===== src/rtl/fifo_sync_flex.sv =====
// fifo_sync_flex: single-clock parametrised FIFO with selectable standard or
// first-word-fall-through output, programmable almost-full/almost-empty
// thresholds, occupancy count and sticky overflow/underflow flags.
module fifo_sync_flex #(
    parameter int unsigned DATA_WIDTH    = 32,
    parameter int unsigned FIFO_DEPTH    = 8,
    parameter int unsigned FWFT          = 0,
    parameter int unsigned AFULL_THRESH  = FIFO_DEPTH - 2,
    parameter int unsigned AEMPTY_THRESH = 1
) (
    input  logic                          clk,
    input  logic                          rst,
    input  logic                          cs,
    input  logic                          wr_en,
    input  logic                          rd_en,
    input  logic [DATA_WIDTH-1:0]         data_in,
    input  logic                          err_clr,
    output logic [DATA_WIDTH-1:0]         data_out,
    output logic                          rd_valid,
    output logic                          empty,
    output logic                          full,
    output logic                          almost_empty,
    output logic                          almost_full,
    output logic [$clog2(FIFO_DEPTH):0]   count,
    output logic                          overflow,
    output logic                          underflow
);

    localparam int unsigned AW = $clog2(FIFO_DEPTH);
    localparam int unsigned CW = AW + 1;

    logic [DATA_WIDTH-1:0] mem [FIFO_DEPTH];
    logic [AW-1:0]         wr_ptr;
    logic [AW-1:0]         rd_ptr;
    logic [CW-1:0]         count_next;
    logic                  rd_acc;
    logic                  wr_acc;
    logic                  ovf_set;
    logic                  unf_set;
    logic                  err_clr_acc;

    // Handshake acceptance, error detection and next occupancy.
    // A write into a full FIFO is only accepted when a read frees a slot in
    // the same cycle; a read from an empty FIFO is never accepted.
    always_comb begin
        rd_acc      = cs & rd_en & ~empty;
        wr_acc      = cs & wr_en & (~full | rd_acc);
        ovf_set     = cs & wr_en & ~wr_acc;
        unf_set     = cs & rd_en & ~rd_acc;
        err_clr_acc = cs & err_clr;
        count_next  = count;
        if (wr_acc && !rd_acc) begin
            count_next = count + CW'(1);
        end else if (rd_acc && !wr_acc) begin
            count_next = count - CW'(1);
        end
    end

    // Storage array; contents are not reset, the pointers define validity.
    always_ff @(posedge clk) begin
        if (wr_acc) begin
            mem[wr_ptr] <= data_in;
        end
    end

    // Pointers wrap naturally since the depth is a power of two.
    always_ff @(posedge clk or posedge rst) begin
        if (rst) begin
            wr_ptr <= '0;
            rd_ptr <= '0;
        end else begin
            if (wr_acc) begin
                wr_ptr <= wr_ptr + AW'(1);
            end
            if (rd_acc) begin
                rd_ptr <= rd_ptr + AW'(1);
            end
        end
    end

    // Occupancy and level flags, registered together so the flags always
    // reflect the registered count.
    always_ff @(posedge clk or posedge rst) begin
        if (rst) begin
            count        <= '0;
            empty        <= 1'b1;
            full         <= 1'b0;
            almost_empty <= 1'b1;
            almost_full  <= 1'b0;
        end else begin
            count        <= count_next;
            empty        <= (count_next == '0);
            full         <= (count_next == CW'(FIFO_DEPTH));
            almost_empty <= (32'(count_next) <= AEMPTY_THRESH);
            almost_full  <= (32'(count_next) >= AFULL_THRESH);
        end
    end

    // Sticky error flags; a new error in the same cycle beats a clear.
    always_ff @(posedge clk or posedge rst) begin
        if (rst) begin
            overflow  <= 1'b0;
            underflow <= 1'b0;
        end else begin
            overflow  <= ovf_set | (overflow  & ~err_clr_acc);
            underflow <= unf_set | (underflow & ~err_clr_acc);
        end
    end

    generate
        if (FWFT != 0) begin : g_fwft
            // Head of queue presented directly; meaningless while empty.
            assign data_out = mem[rd_ptr];
            assign rd_valid = 1'b0;
        end else begin : g_std
            // Registered read port: data_out holds until the next accepted read.
            always_ff @(posedge clk or posedge rst) begin
                if (rst) begin
                    data_out <= '0;
                    rd_valid <= 1'b0;
                end else begin
                    rd_valid <= rd_acc;
                    if (rd_acc) begin
                        data_out <= mem[rd_ptr];
                    end
                end
            end
        end
    endgenerate

endmodule


===== config.mk =====
export PLATFORM = sky130hd
export DESIGN_NAME = fifo_sync_flex
export DESIGN_NICKNAME = d
export VERILOG_FILES = /design/src/rtl/fifo_sync_flex.sv
export SDC_FILE = /design/constraint.sdc
export NUM_CORES = 1
export LEC_CHECK = 0
export CAP_MARGIN = 20
export CORE_ASPECT_RATIO = 1.5
export CORE_UTILIZATION = 39
export CTS_BUF_LIST = sky130_fd_sc_hd__clkbuf_8
export CTS_CLUSTER_SIZE = 12
export DETAILED_ROUTE_END_ITERATION = 7
export GPL_TIMING_DRIVEN = 0
export PLACE_DENSITY = 0.61
export SYNTH_ARGS = -nofsm -noshare
export SYNTH_HDL_FRONTEND = slang
export SYNTH_SLANG_ARGS = --single-unit
export TNS_END_PERCENT = 10

===== constraint.sdc =====
create_clock -name clk -period 3.8 [get_ports clk]
set_input_delay 0.38 -clock clk [delete_from_list [all_inputs] [get_ports clk]]
set_output_delay 0.38 -clock clk [all_outputs]
set_load 0.005 [all_outputs]

# After elaboration in Yosys (flattened, before gate mapping)
# Memory sizes are Yosys's and may differ from the RTL's. A register that Yosys moved wholly into a read port is not among the register bits.
# Cells that the tools add are included.
[totals]
ff_bits = 17
mem_bits_rw = 256
in_bits = 38
word_cells = 44
memories = 1
[memory_table]
columns = ["name", "depth", "width", "read_ports", "rd_ports_with_merged_regs", "wr", "line", "rtl"]
rows = [
  ["mem", 8, 32, 1, 1, 1, "32", "logic [DATA_WIDTH-1:0] mem [FIFO_DEPTH];"],
]
[op_classes]
add_sub_neg = 4
n_lt_le_gt_ge = 2
n_eq_ne = 1
muxes = 4
n_bitwise = 17
n_reduce_logical = 5
[op_table]
columns = ["op", "count"]
rows = [
  ["1-bit AND", 9],
  ["4-bit 2-to-1 mux", 2],
  ["3-bit by 1-bit adder with 3-bit output, second input constant", 2],
  ["1-bit inverter", 5],
  ["4-bit by 1-bit adder with 4-bit output, second input constant", 1],
  ["4-bit == test, second input constant", 1],
  ["4-bit by 3-bit greater-or-equal comparator with 1-bit output, second input constant", 1],
  ["4-bit by 1-bit <= comparator with 1-bit output, second input constant", 1],
  ["4-bit zero test", 1],
  ["4-bit by 1-bit subtractor with 4-bit output, second input constant", 1],
  ["1-bit OR", 3],
  ["1-bit logical AND", 2],
  ["1-bit zero test", 2],
  ["1-bit 2-to-1 mux", 2],
]

# Depth between registers and ports, before layout
# Gate-level depths: netlist (run 1).
[logic_depth]
ltp_word = 9
mapped_depth = 6
mapped_depth_nobuf = 6

# Worst setup path after synthesis (run 1)
# Ideal clock, no wire load.
[synth_path]
kind = "reg-to-reg"
from = "register empty"
to = "memory mem[0][0], enable pin"
setup_ns = 0.461
arrival_ns = 3.090
required_ns = 3.339
setup_slack_ns = 0.249
stages_incl_launch_ff = 5
synth_period_minus_slack_ns = 3.551
path_cell_list = "dfstp_2 nand2b_4 a21oi_2 nand2b_1 nor3_1"
[synth_via]
elab_chain_len = 6
[synth_lines]
columns = ["item", "line", "rtl"]
rows = [
  ["start, declared", "20", "output logic empty,"],
  ["start signal, assigned", "92", "empty <= (count_next == '0);"],
  ["1-bit inverter", "46", "rd_acc = cs & rd_en & ~empty;"],
  ["1-bit AND", "46", ""],
  ["1-bit OR", "47", "wr_acc = cs & wr_en & (~full | rd_acc);"],
  ["1-bit AND", "47", ""],
  ["1-bit 2-to-1 mux", "61", "if (wr_acc) begin"],
  ["1-bit 2-to-1 mux (implied by the code)", "62", "mem[wr_ptr] <= data_in;"],
  ["end, declared", "32", ""],
]
# No other way between the ends.

# Worst setup path in the final report (run 1)
[layout_path]
from = "register empty"
to = "memory mem[0][4], enable pin"
# Same word-level chain as after synthesis.

==> results of run 1 <==
-- synth_stat cells, types with 2 or more instances --
master / instances
inv_1: 5
nand2b_1: 3
xnor2_1: 4
inv_2: 2
o21ai_1: 32
dfrtp_1: 47
nand3b_1: 2
dfstp_2: 2
nor2_1: 7
nand2_1: 43
edfxtp_1: 256
clkbuf_1: 6
ha_1: 4
nor3_1: 4
buf_2: 13
mux2i_1: 32
buf_6: 6
nand3_1: 3
mux4_2: 64
-- stage by stage --
step	area (um2)	utilization [%]	instances
after global placement	12850	44.46	1025
final	14040	48.55	1120
after detailed placement	13180	45.59	1040
after CTS	14030	48.55	1119
after floorplan	11560	-	555
after global routing	14040	48.55	1120
-- worst reg2reg max path: cells and delay by family (launching register included) --
family	cells	cell delay, ns
and+or+nand+nor	3	1.12
DFF	1	0.40
buffers and inverters	3	0.57
AOI/OAI and AO/OA	1	0.28
-- cells by family (layout without fill, tap and decap cells) --
| group | count (synthesis) | after routing |
|---|---|---|
| AO/OA/AOI/OAI | 40 | 40 |
| XOR/XNOR | 7 | 7 |
| adder cells (fa/ha/maj) | 4 | 4 |
| buffers and inverters | 32 | 206 |
| flip-flops | 305 | 305 |
| multiplexers | 97 | 97 |
| other | 0 | 1 |
| AND/OR/NAND/NOR | 70 | 70 |
-- worst min-delay path by stage --
stage	to	cells past startpoint	slack, ns	start
global placement	data_out[16]	2	0.47	data_out[16]
CTS	count[3]	2	0.08	rst
detailed placement	data_out[27]	2	0.47	data_out[27]
floorplan	overflow	2	0.47	overflow
finish	count[3]	2	0.09	rst
global route	count[3]	2	0.12	rst
-- layer usage --
layer,routed length (um),global-route usage [%],share of wire [%],vias up
met5,0,0,0,-
met2,13600,31.81,55,134
met1,9412,19.54,38,2954
met4,618,7.082,2.5,0
met3,975,2.915,4.0,43
li1,-,-,-,2519
-- sequential cells by signal, summed over array words and instances (netlist names) --
register	cells
empty	1
rd_ptr	3
count	4
overflow	1
almost_empty	1
wr_ptr	3
mem	256
underflow	1
full	1
data_out	32
almost_full	1
rd_valid	1
-- area by class of cell --
type                       instances  area, um2
inverter                           7      26.28
sequential                       305       8916
clock buffer                      49      674.4
timing repair buffer              95       1072
fill                            2415      14870
antenna                            1      2.502
clock inverter                    30      181.4
multi-input combinational        218       2520
buffer                            25      155.1
tap                              390      488.0
-- power by group through the flow --
stage / Clock, mW / Combinational, mW / Sequential (mW)
floorplan: 0 / 1.74 / 4.37
global route: 2.72 / 3.07 / 4.39
CTS: 2.59 / 2.91 / 4.34
global placement: 0 / 2.75 / 4.40
finish: 2.52 / 2.83 / 4.33
detailed placement: 0 / 2.91 / 4.41
==> results_dict.tcl, run 1 <==
set metrics [dict create \
    status "finished clean" \
    grt_start_max_net_pins 35 \
    drive_gt1_share_pct 24.97 \
    yosys-top-cells-area "edfxtp_1 (66%), mux4_2 (12%), dfrtp_1 (10%)" \
    dieArea_um2 30350 \
    end_kind "flop" \
    htreeDepth 2 \
    mostFrequentLayoutCells "edfxtp_1 (256), clkdlybuf4s50_1 (80), mux4_2 (64)" \
    p_seq_share_pct 44.7 \
    synth-edff-count 256 \
    crit_path_frequent_cell "buf_6" \
    synth_compound_area_share_pct 1.980 \
    drt_iter0_markers 290 \
    skew_ns 0.03536 \
    critPathArrivalTime_ns 2.96 \
    p_clk_share_pct 26.0 \
    power_density_nw_per_um2 690.3 \
    nNetsFinal 737 \
    synth_area_um2 11560 \
    synth-seq-cells 305 \
    min_period_ns 2.697 \
    syn_area_per_cell_um2 20.83 \
    p_leak_nw 4.818 \
    hold_path.class "in2async" \
    path_clk_slew_ns 0.07 \
    finalHoldViolations 0 \
    rows 76 \
    postCtsResizedCells 0 \
    dp_hpwl_um 16020 \
    cap_violations 0 \
    dpl_worst_slack_ns 0.5809 \
    dr.pass1.iters 4 \
    final.period_utilization_pct 70.98 \
    irDropWorstVdd_mv 0.2543 \
    globalRouteOverflowTotal 0 \
    synthFlopType "edfxtp_1" \
    yosys_warnings 0 \
    crit_family "simple AND/OR/NAND/NOR gates" \
    cts_tree "yes" \
    synth.distinct_cells 39 \
    clkLatencyLatePin_ns 0.58 \
    synth_fa_ha_area_share_pct 0.4329 \
    mappedNetlistNets 597 \
    synth_top_family_by_area "multiplexers" \
    setup_viol 0 \
    grt_pass1_wl_um 37310 \
    numClockSinks 305 \
    worstMarginPinSlew_ns 0.8822 \
    synth_top_area_share_pct 66.49 \
    mostFrequentLayoutCell "edfxtp_1" \
    p_total_mw 9.688 \
    wl_per_cell_um 21.97 \
    ys_seq_area_share_pct 77.11 \
    crit_path_start "empty" \
    p_sw_mw 2.781 \
    fin_tns_setup_ns 0 \
    design.core.area_um2 28910 \
    cts_setup_buffers 0 \
    start_kind "flop" \
    rsz0062_at_grt "no" \
    die_h_um 212.9 \
    syn_to_final_growth_pct 21.39 \
    syn_inst 555 \
    slew_headroom_pct 41.19 \
    slew_violations 0 \
    pin_count 81 \
    cts_buffers 43 \
    p_comb_share_pct 29.2 \
    cp_num_buf_inv 3 \
    worstPathRequired_ns 4.06 \
    antenna_found_initial 1 \
    num_vias 5650 \
    start_util_pct 40.00 \
    ff2ff_setup_slack_ns 1.10 \
    hold_buffers 0 \
    cp.depth 7 \
    crit_path_cell_trace "nand2b_4, a21oi_2, nand2b_1, nor3_2, buf_6, buf_8, buf_6" \
    switching_share_pct 28.70 \
    drc 0 \
    crit_path_top_delay_cell "nor3_2" \
    totalWireLength_um 24610 \
    max_stage_delay_ns 0.66 \
    routed_via_density 5.045 \
    reg2reg_from "empty" \
    grtUsageTotal_pct 17.23 \
    place.gp.congestion 0.7461 \
    synthArstFlopShare_pct 16.07 \
    synth_mux_area_share_pct 15.33 \
    die_x_um 142.6 \
    worst_hold_slack_ns 0.08767 \
    endpoint "mem[0][4]" \
    fin_ws_ns 1.103 \
    crit_fanout 9 \
    synth_xor_xnor_area_share_pct 0.6601 \
    synth_simple_gate_area_share_pct 2.911 \
    worstSetupPathType "reg2reg" \
    r2r_cells 7 \
    cts_buffer_depth 3 \
    synth_top_cell_by_area "edfxtp_1" \
    worst_r2r_endpoint "mem[0][4]" \
    grt_pass1_vias 6226 \
    max_clock_freq_mhz 370.8 \
    cts_root_buffer "clkbuf_8" \
    ant_nets 0 \
    portBuffers 80 \
    p_int_mw 6.908 \
]
(Power assumes the default switching activity.)
==> run 2, diff against run 1 <==
--- a/config.mk
+++ b/config.mk
@@ -12,7 +12,7 @@
 export CTS_CLUSTER_SIZE = 12
 export DETAILED_ROUTE_END_ITERATION = 7
 export GPL_TIMING_DRIVEN = 0
-export PLACE_DENSITY = 0.61
+export PLACE_DENSITY = 0.59
 export SYNTH_ARGS = -nofsm -noshare
 export SYNTH_HDL_FRONTEND = slang
 export SYNTH_SLANG_ARGS = --single-unit
==> constraint.sdc (replaced) <==
create_clock -name clk -period 2.5 [get_ports clk]
set_input_delay 0.25 -clock clk [delete_from_list [all_inputs] [get_ports clk]]
set_output_delay 0.25 -clock clk [all_outputs]
set_load 0.005 [all_outputs]
==> results_dict.tcl, run 2 (synthesis gave the netlist of run 1 again) <==
set metrics [dict create \
    mostFrequentLayoutCells "edfxtp_1 (256), clkdlybuf4s50_1 (80), mux4_2 (64)" \
    dp_hpwl_um 15290 \
    numClockSinks 305 \
    p_leak_nw 4.870 \
    totalWireLength_um 24390 \
    power_density_nw_per_um2 1033 \
    cts_buffer_depth 3 \
    finalHoldViolations 0 \
    fin_tns_setup_ns 0 \
    grtUsageTotal_pct 17.08 \
    worst_r2r_endpoint "mem[3][9]" \
    critPathArrivalTime_ns 2.53 \
    worstPathRequired_ns 2.75 \
    slew_violations 0 \
    grt_start_max_net_pins 34 \
    crit_fanout 17 \
    largest_reg_flops 256 \
    die_x_um 142.6 \
    pin_count 81 \
    dr.pass1.iters 4 \
    reg.largest.list "mem: 256 flops, data_out: 32 flops, count: 4 flops" \
    die_h_um 212.9 \
    start_util_pct 40.00 \
    r2r_cells 5 \
    hold_depth 3 \
    worst_hold_slack_ns 0.3319 \
    crit_path_start "empty" \
    status "finished clean" \
    portBuffers 80 \
    mostFrequentLayoutCell "edfxtp_1" \
    fill_cells 2455 \
    rsz0062_at_grt "no" \
    routed_via_density 5.016 \
    drive_gt1_share_pct 24.63 \
    cap_violations 0 \
    start_kind "flop" \
    final.period_utilization_pct 91.23 \
    end_kind "flop" \
    drt_iter0_markers 291 \
    dp.cells 1036 \
    ant_nets 0 \
    worstHoldStart "err_clr" \
    multi_input_area_um2 2537 \
    antenna_found_initial 1 \
    hold_path.class "in2reg" \
    final_cell_count_no_fill 1126 \
    grt_pass1_vias 6293 \
    worstSetupPathType "reg2reg" \
    p_total_mw 14.56 \
    max_clock_freq_mhz 438.4 \
    num_vias 5648 \
    fin_area_um2 14090 \
    htreeDepth 2 \
    place.gp.congestion 0.6777 \
    path_clk_slew_ns 0.06 \
    ff2ff_setup_slack_ns 0.22 \
    slew_headroom_pct 40.58 \
    largest_register "mem" \
    wl_per_cell_um 21.66 \
    grt_pass1_wl_um 36880 \
    min_period_ns 2.281 \
    nNetsFinal 743 \
    placedInstanceArea_um2 13160 \
    cts_tree "yes" \
    skew_ns 0.01575 \
    design.core.area_um2 28910 \
    reg2reg_from "empty" \
    rows 76 \
    irDropWorstVdd_mv 0.3638 \
    area.sequential_um2 8916 \
    cts_buffers 43 \
    cts_root_buffer "clkbuf_8" \
    endpoint "mem[3][9]" \
    syn_to_final_growth_pct 21.86 \
    drc 0 \
    clkLatencyLatePin_ns 0.56 \
    setup_viol 0 \
    dieArea_um2 30350 \
    globalRouteOverflowTotal 0 \
    worstMarginPinSlew_ns 0.8913 \
]
==> run 2: changes by cell type in the layout (fill, tap and decap cells not counted), sizes merged <==
cell / delta
inv: +11
bufinv: -1
buf: +5
dlygate4sd3: +1
clkinv: -9
clkbuf: -1
==> run 2: power breakdown <==
| part | total [mW] | switching [mW] | leakage [nW] | internal (mW) |
|---|---|---|---|---|
| Sequential | 6.60 | 0.366 | 2.91 | 6.23 |
| Clock | 3.64 | 1.78 | 0.495 | 1.86 |
| Combinational | 4.32 | 2.03 | 1.46 | 2.29 |
==> run 2: layer usage <==
metal / share of wire [%] / routed length [um] / global-route usage [%]
met2: 55 / 13440 / 31.42
met3: 4.2 / 1014 / 3.476
met1: 38 / 9356 / 19.32
met4: 2.4 / 581 / 6.452
met5: 0 / 0 / 0
==> run 2: metrics by stage <==
stage,worst slack [ns],utilization [%]
after global routing,0.07794,48.74
after CTS,0.06282,48.51
after detailed placement,-0.4725,45.52
final,0.2191,48.74
after floorplan,-0.1950,-
after global placement,-2.258,44.49
==> run 2: layout make-up <==
class	count	area share (%)
Sequential cell	305	63.28
Multi-Input combinational cell	218	18.01
Timing Repair Buffer	101	8.205
Clock buffer	48	4.689
Tap cell	390	3.463
Buffer	25	1.101
Clock inverter	31	1.048
Inverter	7	0.1865
Antenna cell	1	0.01776
==> run 2: repair_timing <==
action	4_1_cts	5_1_grt
gates resized for setup	1	1
endpoints found under the setup margin	44	51
buffers inserted	4	5
pin swaps	1	3
hold buffers	1	0
endpoints found under the hold margin	14	0
==> run 2: how the worst min path moves through the flow <==
stage | slack, ns | end
final | 0.33 | underflow
after global placement | 0.47 | overflow
after CTS | 0.30 | underflow
after global routing | 0.34 | underflow
after floorplan | 0.35 | mem[0][0]
after detailed placement | 0.48 | data_out[11]
==> run 2: critical path, stage by stage (launching register included) <==
cell and delay, ns:
dfstp_2 0.39, nand2b_4 0.16, a21oi_2 0.32, nand2_2 0.23
nor2_4 0.61, buf_16 0.25
==> run 3, diff against run 2 <==
--- a/config.mk
+++ b/config.mk
@@ -7,6 +7,7 @@
 export LEC_CHECK = 0
 export CAP_MARGIN = 20
 export CORE_ASPECT_RATIO = 1.5
+export CORE_MARGIN = 2
 export CORE_UTILIZATION = 39
 export CTS_BUF_LIST = sky130_fd_sc_hd__clkbuf_8
 export CTS_CLUSTER_SIZE = 12
==> results_dict.tcl, run 3 (synthesis gave the netlist of run 1 again) <==
set metrics [dict create \
    mostFrequentLayoutCell "edfxtp_1" \
    fin_tns_setup_ns 0 \
    ant_nets 0 \
    grtUsageTotal_pct 16.35 \
    grt.busiest_layer "met2" \
    antenna_found_initial 1 \
    die_h_um 214.9 \
    final.period_utilization_pct 95.35 \
    end_kind "flop" \
    syn_to_final_growth_pct 21.58 \
    placedInstanceArea_um2 13200 \
    num_vias 5627 \
    numClockSinks 305 \
    skew_ns 0.01870 \
    worstSetupPathType "reg2reg" \
    start_kind "flop" \
    drc 0 \
    slew_headroom_pct 39.81 \
    cts_buffers 43 \
    nNetsFinal 734 \
    wl_per_cell_um 21.77 \
    reg2reg_from "empty" \
    cts_setup_buffers 0 \
    htreeDepth 2 \
    worstMarginPinSlew_ns 0.9028 \
    globalRouteOverflowTotal 0 \
    ff2ff_setup_slack_ns 0.12 \
    worst_r2r_endpoint "mem[7][7]" \
    rsz0062_at_grt "no" \
    fin_area_um2 14060 \
    max_clock_freq_mhz 419.5 \
    start_util_pct 39.48 \
    crit_fanout 17 \
    setup_viol 0 \
    dr.pass1.iters 4 \
    irDropWorstVdd_mv 0.3455 \
    worstPathRequired_ns 2.75 \
    p_total_mw 14.72 \
    status "finished clean" \
    dp_hpwl_um 15360 \
    power_density_nw_per_um2 1047 \
    drive_gt1_share_pct 23.83 \
    design.core.area_um2 29290 \
    path_clk_slew_ns 0.06 \
    pin_count 81 \
    postCtsResizedCells 0 \
    drt_iter0_markers 305 \
    grt_pass1_vias 6185 \
    cts_buffer_depth 3 \
    cts_tree "yes" \
    rows 77 \
    crit_path_start "empty" \
    endpoint "mem[7][7]" \
    hold_depth 3 \
    met1_usage_pct 19.21 \
    finalHoldViolations 0 \
    portBuffers 80 \
    r2r_cells 5 \
    utilization_pct 48.00 \
    cts_root_buffer "clkbuf_8" \
    die_x_um 144.6 \
    routed_via_density 5.015 \
    use_met2_pct 29.43 \
    place.gp.congestion 0.6848 \
    clkLatencyLatePin_ns 0.56 \
    hold_path.class "in2reg" \
    min_period_ns 2.384 \
    cap_violations 0 \
    slew_violations 0 \
    largest_reg_flops 256 \
    grt_pass1_wl_um 36960 \
    p_leak_nw 4.813 \
    reg.largest.list "mem: 256 flops, data_out: 32 flops, count: 4 flops" \
    worst_hold_slack_ns 0.3318 \
    grt_start_max_net_pins 37 \
    largest_register "mem" \
    totalWireLength_um 24430 \
    critPathArrivalTime_ns 2.63 \
    dieArea_um2 31070 \
    grtUsageMet3_pct 3.476 \
    mostFrequentLayoutCells "edfxtp_1 (256), clkdlybuf4s50_1 (80), mux4_2 (64)" \
]
-- run 3: cell types whose count changed in the layout (fill, tap and decap cells not counted), sizes merged --
cell	change
clkinvlp	+1
bufinv	+2
clkinv	+6
clkbuf	-2
inv	-7
buf	-9
-- run 3: where the power goes --
group / internal [mW] / switching, mW / total [mW]
logic: 2.26 / 2.04 / 4.30
registers: 6.23 / 0.368 / 6.60
clock network: 2.02 / 1.80 / 3.82
total: 10.5 / 4.21 / 14.7
-- run 3: layout make-up --
type	instances	area, um2
fill	2475	15230
sequential	305	8916
multi-input combinational	218	2532
timing repair buffer	92	1084
clock buffer	46	633.1
tap	395	494.2
clock inverter	33	214.0
buffer	25	155.1
inverter	7	26.28
antenna	1	2.502
-- run 3: per-stage QoR --
stage,setup slack [ns],instances
after detailed placement,-0.2865,1041
after global routing,0.002196,1122
after floorplan,-0.1950,555
after CTS,0.08980,1121
after global placement,-2.291,1030
final,0.1163,1122
-- run 3: repair_timing --
item / CTS / global route
hold buffers: 1 / 0
endpoints found under the hold margin: 13 / 0
endpoints found under the setup margin: 0 / 7
-- run 3: layer usage --
metal	part of all wire (%)	wire, um
met3	5.2	1262
met4	2.1	503
met5	0	0
met2	55	13440
met1	38	9222
-- run 3: worst min path at each step --
stage                      start           end  slack [ns]
floorplan             data_in[0]     mem[0][0]        0.35
global placement    data_out[14]  data_out[14]        0.47
detailed placement  data_out[11]  data_out[11]        0.48
CTS                      err_clr     underflow        0.31
global route             err_clr     underflow        0.34
finish                   err_clr     underflow        0.33
-- run 3: worst max-delay path, stage by stage, from the launching register on --
cell,delay (ns)
dfstp_2,0.40
nand2b_4,0.17
a21oi_2,0.26
nand2_1,0.29
nor2_4,0.68
buf_16,0.25
